$ cat src/rtl/gpio_in.sv
// gpio_in: memory-mapped GPIO input peripheral.
// Four active-low pins are synchronised, debounced and edge-detected. Sticky rise/fall
// flags drive a level interrupt through a per-flag enable mask.
module gpio_in #(
    parameter int DEBOUNCE_CYCLES = 4,
    parameter int CNT_W           = 8,
    parameter int ADDR_W          = 32,
    parameter int DATA_W          = 32
) (
    input  logic              clk_i,
    input  logic              rst_n_i,
    input  logic              wen_i,
    input  logic [ADDR_W-1:0] waddr_i,
    input  logic [DATA_W-1:0] wdata_i,
    input  logic [ADDR_W-1:0] raddr_i,
    output logic [DATA_W-1:0] rdata_o,
    input  logic [3:0]        gpio_pins,
    output logic              irq_o
);

    localparam logic [CNT_W-1:0] CNT_LAST  = CNT_W'(DEBOUNCE_CYCLES - 1);
    localparam logic [3:0]       ADDR_CTRL = 4'h0;
    localparam logic [3:0]       ADDR_DATA = 4'h4;
    localparam logic [3:0]       ADDR_STAT = 4'h8;
    localparam logic [3:0]       ADDR_RAW  = 4'hC;

    logic [3:0]       sync_p0;
    logic [3:0]       sync_p1;
    logic [3:0]       raw_lvl;
    logic [3:0]       stable;
    logic [3:0]       stable_nxt;
    logic [CNT_W-1:0] cnt     [4];
    logic [CNT_W-1:0] cnt_nxt [4];
    logic [3:0]       rise_set;
    logic [3:0]       fall_set;
    logic [7:0]       ctrl;
    logic [7:0]       status;
    logic [7:0]       clr_mask;
    logic             ctrl_wr;
    logic [3:0]       raddr_reg;
    logic             unused_bits;

    // Only the low nibble of each address and the low byte of write data are decoded.
    assign unused_bits = ^{waddr_i[ADDR_W-1:4], raddr_i[ADDR_W-1:4], wdata_i[DATA_W-1:8]};

    // Pins are active-low: a low synchronised pin reads as level 1.
    assign raw_lvl = ~sync_p1;

    // Debounce: a level differing from the accepted one must persist DEBOUNCE_CYCLES samples.
    always_comb begin
        for (int i = 0; i < 4; i++) begin
            stable_nxt[i] = stable[i];
            cnt_nxt[i]    = '0;
            if (raw_lvl[i] != stable[i]) begin
                if (cnt[i] == CNT_LAST) begin
                    stable_nxt[i] = raw_lvl[i];
                end else begin
                    cnt_nxt[i] = cnt[i] + CNT_W'(1);
                end
            end
        end
    end

    // Edge flags fire on the same clock as the debounced level changes; decode bus writes.
    always_comb begin
        rise_set = stable_nxt & ~stable;
        fall_set = ~stable_nxt & stable;
        ctrl_wr  = wen_i && (waddr_i[3:0] == ADDR_CTRL);
        clr_mask = (wen_i && (waddr_i[3:0] == ADDR_STAT)) ? wdata_i[7:0] : 8'h00;
    end

    // All state: synchroniser, debounce, CTRL, sticky STATUS (set beats clear), read address.
    always_ff @(posedge clk_i) begin
        if (!rst_n_i) begin
            // stage p0 -> p1: synchroniser flops idle at the released-pin level
            sync_p0   <= 4'hF;
            sync_p1   <= 4'hF;
            stable    <= 4'h0;
            for (int i = 0; i < 4; i++) begin
                cnt[i] <= '0;
            end
            ctrl      <= 8'h00;
            status    <= 8'h00;
            raddr_reg <= 4'h0;
        end else begin
            // stage p0 -> p1: two-flop synchroniser
            sync_p0   <= gpio_pins;
            sync_p1   <= sync_p0;
            stable    <= stable_nxt;
            for (int i = 0; i < 4; i++) begin
                cnt[i] <= cnt_nxt[i];
            end
            if (ctrl_wr) begin
                ctrl <= wdata_i[7:0];
            end
            status    <= (status & ~clr_mask) | {fall_set, rise_set};
            raddr_reg <= raddr_i[3:0];
        end
    end

    // Read mux from the registered read address gives one cycle of read latency.
    always_comb begin
        rdata_o = '0;
        case (raddr_reg)
            ADDR_CTRL: rdata_o[7:0] = ctrl;
            ADDR_DATA: rdata_o[3:0] = stable;
            ADDR_STAT: rdata_o[7:0] = status;
            ADDR_RAW:  rdata_o[3:0] = raw_lvl;
            default:   rdata_o      = '0;
        endcase
    end

    // Level interrupt: any enabled sticky flag.
    assign irq_o = |(status & ctrl);

endmodule
$ cat config.mk
export PLATFORM = sky130hd
export DESIGN_NAME = gpio_in
export DESIGN_NICKNAME = d
export VERILOG_FILES = /design/src/rtl/gpio_in.sv
export SDC_FILE = /design/constraint.sdc
export NUM_CORES = 1
export LEC_CHECK = 0
export CAP_MARGIN = 10
export CELL_PAD_IN_SITES_DETAIL_PLACEMENT = 1
export CELL_PAD_IN_SITES_GLOBAL_PLACEMENT = 1
export CORE_ASPECT_RATIO = 0.9
export CORE_MARGIN = 5
export CORE_UTILIZATION = 32
export CTS_CLUSTER_DIAMETER = 200
export CTS_CLUSTER_SIZE = 30
export DETAILED_ROUTE_END_ITERATION = 12
export HOLD_SLACK_MARGIN = 0.1
export PLACE_DENSITY_LB_ADDON = 0.05
export SETUP_SLACK_MARGIN = 0.1
export SLEW_MARGIN = 5
export SYNTH_ARGS = -nofsm -noshare
export SYNTH_HDL_FRONTEND = slang
export SYNTH_SLANG_ARGS = --single-unit
export TNS_END_PERCENT = 10
$ cat constraint.sdc
create_clock -name clk_i -period 3.7 [get_ports clk_i]
set_clock_uncertainty 0.15 [all_clocks]
set_input_delay 0.925 -clock clk_i [delete_from_list [all_inputs] [get_ports clk_i]]
set_output_delay 0.925 -clock clk_i [all_outputs]
set_load 0.005 [all_outputs]
==> results of run 1 <==
-- stage by stage --
step	util, %	cell area [sq um]	hold WS (ns)	power (mW)
after floorplan	-	3080	0.236	0.774
after global placement	36.6	3340	0.247	0.799
after detailed placement	36.6	3340	0.246	0.799
after CTS	38.9	3550	0.266	1.46
after global routing	38.9	3550	0.278	1.50
final	38.9	3550	0.256	1.44
-- layer usage --
layer  track usage, %  vias up  routed length [microns]
met4             3.51        0                       72
met5                0        -                        0
li1                 -     1234                        -
met1             18.3     1133                     3800
met3             4.54       10                      414
met2             21.6       63                     3180
-- area by class of cell --
| type | instances | area share [%] |
|---|---|---|
| Sequential cell | 64 | 36.1 |
| Multi-Input combinational cell | 256 | 43.2 |
| Tap cell | 122 | 4.30 |
| Inverter | 11 | 1.16 |
| Timing Repair Buffer | 34 | 9.38 |
| Clock inverter | 4 | 1.97 |
| Clock buffer | 10 | 3.88 |
-- path summary, 6_finish.rpt --
path,to,slack [ns],depth (start not counted)
worst max-delay path,rdata_o[1],0.46,3
worst min-delay path,sync_p1[0],0.26,1
worst max register to register,cnt[1][7],1.63,4
worst min register to register,sync_p1[0],0.26,1
-- cell families (layout without fill, tap and decap cells) --
kind of cell / Yosys count / in the layout / share of synthesized area (%)
fa+ha+maj: 4 / 4 / 1.67
buf+inv: 46 / 59 / 8.86
compound gates: 64 / 64 / 12.0
flops: 64 / 64 / 42.8
xor+xnor: 16 / 16 / 4.68
mux: 8 / 8 / 4.35
simple gates: 140 / 140 / 25.5
other cells: 1 / 24 / 0.125
-- placed cells by master, fill, tap and decap left out, types with 3 or more instances in the layout --
cell type        instances
dfxtp_1                 64
clkdlybuf4s50_1         31
nand3_1                 30
nor2_1                  24
o21ai_0                 24
a21oi_1                 24
conb_1                  24
or3_1                   21
nand2_1                 19
inv_1                   11
clkbuf_8                10
xnor2_1                  9
and3_1                   9
nand2b_1                 8
o22ai_1                  8
xor2_1                   7
nor3b_1                  5
nand4_1                  5
mux2i_1                  4
mux4_2                   4
a22oi_1                  4
and2_1                   4
ha_1                     4
or4b_1                   3
nor4b_1                  3
nor3_1                   3
buf_4                    3
-- worst max-delay path, stage by stage (launching register included) --
cell	delay (ns)
dfxtp_1	0.65
mux4_2	0.29
nor3b_1	0.31
clkdlybuf4s50_1	0.58
-- where the power goes --
part	internal (mW)	switching (mW)	leakage (nW)
logic	0.0369	0.0380	0.611
registers	0.697	0.0112	0.519
clock network	0.388	0.264	0.108
total	1.12	0.313	1.24
==> metrics, run 1 <==
Hold-fix buffers, CTS=0; max reg flops=32; most frequent cells after synthesis=dfxtp_1, nand3_1; MaxCap Viol Count=0; Pwr Density=405 nW/um^2; Setup WS pre-CTS=0.799 ns; Fill cells=around 1100; sequential element share of the synthesized area=between 40% and 50%; Synth area leader=dfxtp_1; minimum clock period=3.24 ns; total number of vias=2440; Global Route Usage Sum=13.7%; post-synthesis register bit count=64; hold wc startpoint=sync_p0[0]; vias per cell=4.87; Final WS setup=0.459 ns; outcome=finished clean; clock sinks=64; drt pass-1 iters=4; Max Buffers Root-to-Sink=2; # Post-CTS Setup Buffers=0; Reg area=about 1300 sq um; multi-input combinational cell area=~1500 sq um; core box area=between 9000 and 10000 sq um; # DRC=0; Num CTS Buffers=9; Fin. Hold Viols=0; largest net degree at the start of global routing=32; Worst Setup SP=raddr_reg[3]; largest registers=cnt x32, ctrl x8, status x8; Max IR drop VDD=0.000196 V; Synthesis Warnings=0; Clock Latency Late Sink=0.33 ns; crit share post-route=87.6%; IO Pins=approximately 140; ys async rst share=0%; Max FO, Critical Path=8; Synth Instances=343; leak pwr=about 1.2 nW; die area=11400 sq um; GP Congestion=roughly 0.73; Non-Filler Instances=501; width of the die=112 microns; RSZ-0062 raised after global routing=no; Post-synth EDFFs=0; initial DRC count=93; row count=33; HP Class=flop to flop; Post-CTS Resized=0; CTS clk-pin slew, worst paths=0.07 ns; synth top area cells=dfxtp_1, buf_4, nand3_1; Area growth, synth to finish=18.6%; Main synth FF type=dfxtp_1; ANT cells=0; layout cell share with drive strength beyond 1=7.39%; Worst slew margin=58.3%; Root Driver=clkbuf_8; nets@finish=roughly 480; Mapped Area=between 2000 and 3000 sq um; post-synthesis cell type count=35; reg2reg start=cnt[1][0]; most frequent cell after synthesis=dfxtp_1; Startpoint Class=flop; HPWL Detailed=5400 microns; Fmax achieved=0.309 GHz; largest register by flop count=cnt; CTS tree=yes; Mean Syn Cell Area=8.73 sq um; Req. time, crit path=2.62 ns; CP Class=flop to output port; crit path capture type=output port; number of global-route vias before repair=2555; DRT antenna net count=0; initial antenna violation count=0; post-synth top area share=42.8%; Slew @ Worst Pin=0.623 ns; average wire per cell in the routed design=between 10 and 15 microns; # port buffers=31; # setup viols final=0; Setup TNS Final=0 ns; Initial Util=32.8%; Post-Route WL=7470 microns; GR Overflow Total=0; final max-slew violation count=0; first-pass GRT wire length=12500 microns; Placed Instances=487; H-tree lvl count=3; CP arrival=2.17 ns; Die Span Y=around 100 microns
Power figures use the tool's default switching activity.
==> run 2, diff against run 1 <==
==> constraint.sdc (replaced) <==
create_clock -name clk_i -period 3.7 [get_ports clk_i]
set_clock_uncertainty 0.15 [all_clocks]
set_input_delay 0.555 -clock clk_i [delete_from_list [all_inputs] [get_ports clk_i]]
set_output_delay 0.555 -clock clk_i [all_outputs]
set_load 0.005 [all_outputs]
==> metrics, run 2 (same netlist as run 1, synthesis figures left out) <==
outcome=finished clean; final max-slew violation count=0 (unchanged); max reg flops=32 (unchanged); number of global-route vias before repair=2570 (+0.59%); crit path capture type=output port; CP cell instances=mux4_2 > nor3b_1 > clkdlybuf4s50_1; ANT cells=0 (unchanged); largest registers=cnt x32, ctrl x8, status x8; GR Overflow Total=0 (unchanged); CTS clk-pin slew, worst paths=0.07 ns (about the same); MaxCap Viol Count=0 (unchanged); leak pwr=1.22 nW (-1.7%); core box area=9130 sq um (unchanged); Initial Util=32.8% (unchanged); CP Class=flop to output port; Num CTS Buffers=9 (unchanged); average wire per cell in the routed design=14.7 microns (-1.4%); row count=33 (unchanged); # DRC=0 (unchanged); # setup viols final=0 (unchanged); Max FO, Critical Path=8 (unchanged); Post-Route WL=7380 microns (-1.2%); Reg2Reg Depth=4 (unchanged); Clock Latency Late Sink=0.33 ns (about the same); final core occ=38.6% (-0.30 points); most frequent cells in the layout=dfxtp_1, clkdlybuf4s50_1, nand3_1; Max Buffers Root-to-Sink=2 (unchanged); total number of vias=2437 (-0.12%); CTS tree=yes; Hold-fix buffers, CTS=0 (unchanged); initial DRC count=74 (-20%); minimum clock period=2.88 ns (-0.366 ns); crit share post-route=77.7% (-9.9 points); Hold Path Stages=1 (unchanged); HPWL Detailed=5290 microns (-2.0%); vias per cell=4.85 (-0.32%); Worst slew margin=59.3% (+1.0 points); Slew @ Worst Pin=0.608 ns (-0.0149 ns); die area=11400 sq um (unchanged); Pwr Density=388 nW/um^2 (-4.2%); HP Class=flop to flop; width of the die=112 microns (unchanged); layout cell share with drive strength beyond 1=7.37% (-0.019 points); Power Total=1.36 mW (-5.0%); DRT antenna net count=0 (unchanged); drt pass-1 iters=4 (unchanged); clock sinks=64 (unchanged); # Post-CTS Setup Buffers=0 (unchanged); Setup TNS Final=0 ns (unchanged); largest register by flop count=cnt; # port buffers=31 (unchanged); Global Route Usage Sum=13.6% (-0.10 points); IO Pins=136 (unchanged); nets@finish=482 (-0.21%); Max IR drop VDD=0.000148 V (-25%); GP Congestion=0.718 (-1.6%); Root Driver=clkbuf_8; CP max stage cell=dfxtp_1; Fmax achieved=0.348 GHz (+13%); initial antenna violation count=0 (unchanged); Startpoint Class=flop; Die Span Y=102 microns (unchanged); Post-CTS Resized=0 (unchanged); first-pass GRT wire length=12500 microns (+0.55%); Fin. Hold Viols=0 (unchanged); Area growth, synth to finish=17.6%; CP max stage delay=0.66 ns (about the same); H-tree lvl count=3 (unchanged); RSZ-0062 raised after global routing=no; Req. time, crit path=2.99 ns (+0.37 ns); commonest non-fill, non-tap cell in the layout=dfxtp_1; largest net degree at the start of global routing=33 (+3.1%); CP arrival=2.17 ns (about the same)
[run 2: cell count changes in the layout (fill, tap and decap cells not counted)]
cell | before | now
buf_4 | 3 | 2
bufinv_16 | 2 | 1
clkbuf_8 | 10 | 9
clkinvlp_4 | 0 | 2
clkinv_2 | 2 | 3
clkbuf_1 | 0 | 1
[run 2: final cells by class]
class	instances	area, sq um
clock inverter	6	60.1
inverter	11	41.3
clock buffer	10	128
tap	122	153
timing repair buffer	33	325
multi-input combinational	256	1530
sequential	64	1280
fill	1079	5600
[run 2: critical path: cells and delay by family (launching register included)]
kind | cells | cell delay [ns]
and+or+nand+nor | 1 | 0.16
buffers and inverters | 1 | 0.46
muxes | 1 | 0.56
DFF | 1 | 0.66
[run 2: through the flow]
step | setup WS (ns) | instances | cell area (sq um) | hold slack, ns
5_1_grt | 0.731 | 502 | 3520 | 0.287
6_report | 0.825 | 502 | 3520 | 0.257
3_3_place_gp | 1.16 | 486 | 3330 | 0.248
2_1_floorplan | 1.86 | 366 | 3080 | 0.236
4_1_cts | 0.787 | 502 | 3520 | 0.260
3_5_place_dp | 1.16 | 486 | 3330 | 0.254
[run 2: metal layers]
| metal | part of all wire, % | track usage [%] | routed length [microns] |
|---|---|---|---|
| met2 | 43 | 21.2 | 3170 |
| met5 | 0 | 0 | 0 |
| met3 | 4.3 | 3.94 | 319 |
| met1 | 52 | 18.3 | 3810 |
| met4 | 1.0 | 4.16 | 75 |
[run 2: path summary, 6_finish.rpt]
check                             endpoint    startpoint  slack, ns
worst max register to register   cnt[1][2]     cnt[1][0]       1.64
worst min register to register  sync_p1[0]    sync_p0[0]       0.26
worst max-delay path            rdata_o[2]  raddr_reg[3]       0.82
worst min-delay path            sync_p1[0]    sync_p0[0]       0.26
[run 2: power by group]
| group | leakage [nW] | switching, mW | internal (mW) |
|---|---|---|---|
| logic | 0.606 | 0.0374 | 0.0362 |
| registers | 0.519 | 0.0110 | 0.697 |
| clock network | 0.0920 | 0.275 | 0.308 |
==> edit (config.mk and constraints of run 1) <==
Set the parameter `CNT_W` to 10 (it was 8).
--- a/src/rtl/gpio_in.sv
+++ b/src/rtl/gpio_in.sv
@@ -3,7 +3,7 @@
 // flags drive a level interrupt through a per-flag enable mask.
 module gpio_in #(
     parameter int DEBOUNCE_CYCLES = 4,
-    parameter int CNT_W           = 8,
+    parameter int CNT_W           = 10,
     parameter int ADDR_W          = 32,
     parameter int DATA_W          = 32
 ) (
Behaviour: same outputs for any inputs over 10 cycles, from zero or initial values and one cycle with rst_n_i low; that may be too few to reach the edited logic, so the function may still have changed.
==> edit against run 1 <==
- synthesized area rose by 14%
- register-to-register slack got worse by 0.17 ns
- non-clock buffer count did not move
- via count up 11%
- cell count up 5.8%
- total power grew 17%
- clock power up 24%
- count of clock-buffer cells in the layout is 4 higher
- sequential power grew 12%
- routed wire length is 8.1% higher
- worst setup slack gained 0.0090 ns
- sequential cell count increased by 8
- design area is 13% higher
- critical endpoint is now rdata_o[3]
- highest routed layer unchanged
==> edit: results (changes against run 1) <==
CTS max path bufs 2 (unchanged); register area 0.00144 sq mm (+12%); GRT Resource Usage Total 0.135 (-0.00207); vias in the first global route 2750 (+7.6%); reg2reg setup slack 1.46 ns (-0.17 ns); Final HPWL DP 5770 um (+6.7%); number of instances in the placed design 516 (+6.0%); Syn Area/Cell 9.21 sq um (+5.5%); RR Endpoint stable[2]$_SDFF_PN0_; via count 2715 (+11%); inverters 13 (+2); CTS Sinks 72 (+13%); layout cell share with drive strength beyond 1 0.0723 (-0.00156); critical path arrival 2.16 ns; Worst-path clk slew 0.05 ns (-0.02 ns); launch point of the worst reg-to-reg path cnt[2][0]$_SDFF_PP0_; Post-synth top cells 72 x dfxtp_1, 26 x o21ai_0, 24 x buf_4; signal buffers share of area 0.0859 (-0.00789); final WL 8070 um (+8.1%); hold slack 0.255 ns (-0.00113 ns); Leak 1.34 nW (+8.0%); number of clock buffers in the layout 14 (+4); H-tree levels 3 (unchanged); fill count 1221 (+12%); number of multi-input logic gates 268 (+4.7%); # resized after CTS 0 (unchanged); layout net count 505 (+4.6%); DRT iter0 DRCs 127 (+37%); maximum VDD drop 0.204 mV (+4.2%); status finished clean; biggest regs cnt x40, ctrl x8, status x8; HP Start sync_p0[2]$_SDFF_PN1_; Syn. warnings 0 (unchanged); Yosys cell types 41 (+17%); top cells by area in the synthesized netlist dfxtp_1 42%, buf_4 5.3%, a211oi_1 4.0%, o21ai_0 3.8%, or3_1 3.3%; post-route minimum period 3.23 ns (-0.00896 ns); gpl congestion 0.724 (-0.79%); sequential-to-total area share from yosys stat 0.422 (-0.00612); DR WL/cell 15.2 um (+2.2%); largest net degree at the start of global routing 29 (-9.4%); clock root cell clkbuf_16; hold endpoint sync_p1[2]$_SDFF_PN1_; fraction of area in multi-input gates 0.435 (+0.00316)
-- edit: changes by cell type after synthesis, sizes merged, moves of 9 or more --
cell and change:
nor3 +16, nor2 -16, and3 -9, a211oi +18, nand3 -17, a21oi -24
-- edit: critical path, cell delays in order, from the launching register on --
cell             delay, ns
dfxtp_1               0.62
mux4_2                0.60
nor3b_1               0.16
clkdlybuf4s50_1       0.45
-- edit: kinds of logic after synthesis --
| logic type | synth area share |
|---|---|
| simple gates | 0.241 |
| compound gates | 0.149 |
| flops | 0.422 |
| buf+inv | 0.0912 |
| xor+xnor | 0.0308 |
| mux | 0.0498 |
| fa+ha+maj | 0.0147 |
| other cells | 0.00110 |
-- edit: through the flow --
stage                     instance area, sq um  worst slack, ns
final                                     4020            0.468
after floorplan                           3500             1.49
after global placement                    3750            0.802
after global routing                      4020            0.343
after CTS                                 4020            0.435
after detailed placement                  3750            0.816
-- edit: worst max-delay path by stage --
stage / endpoint / slack (ns) / depth (start not counted)
after floorplan: rdata_o[2] / 1.49 / 3
after global placement: rdata_o[3] / 0.80 / 3
after detailed placement: rdata_o[3] / 0.82 / 3
after CTS: rdata_o[3] / 0.44 / 3
after global routing: rdata_o[3] / 0.34 / 3
final: rdata_o[3] / 0.47 / 3
-- edit: power by group --
group | internal [mW] | leakage [nW] | total (mW) | switching, mW
Sequential | 0.785 | 0.583 | 0.793 | 0.00874
Combinational | 0.0379 | 0.618 | 0.0742 | 0.0363
Clock | 0.502 | 0.135 | 0.807 | 0.305
Total | 1.32 | 1.34 | 1.67 | 0.350
-- edit: per-layer routing --
layer	track usage	vias up	routed length, um
li1	-	1363	-
met1	0.175	1296	4020
met2	0.214	49	3610
met3	0.0486	7	372
met4	0.0347	0	65
met5	0	-	0
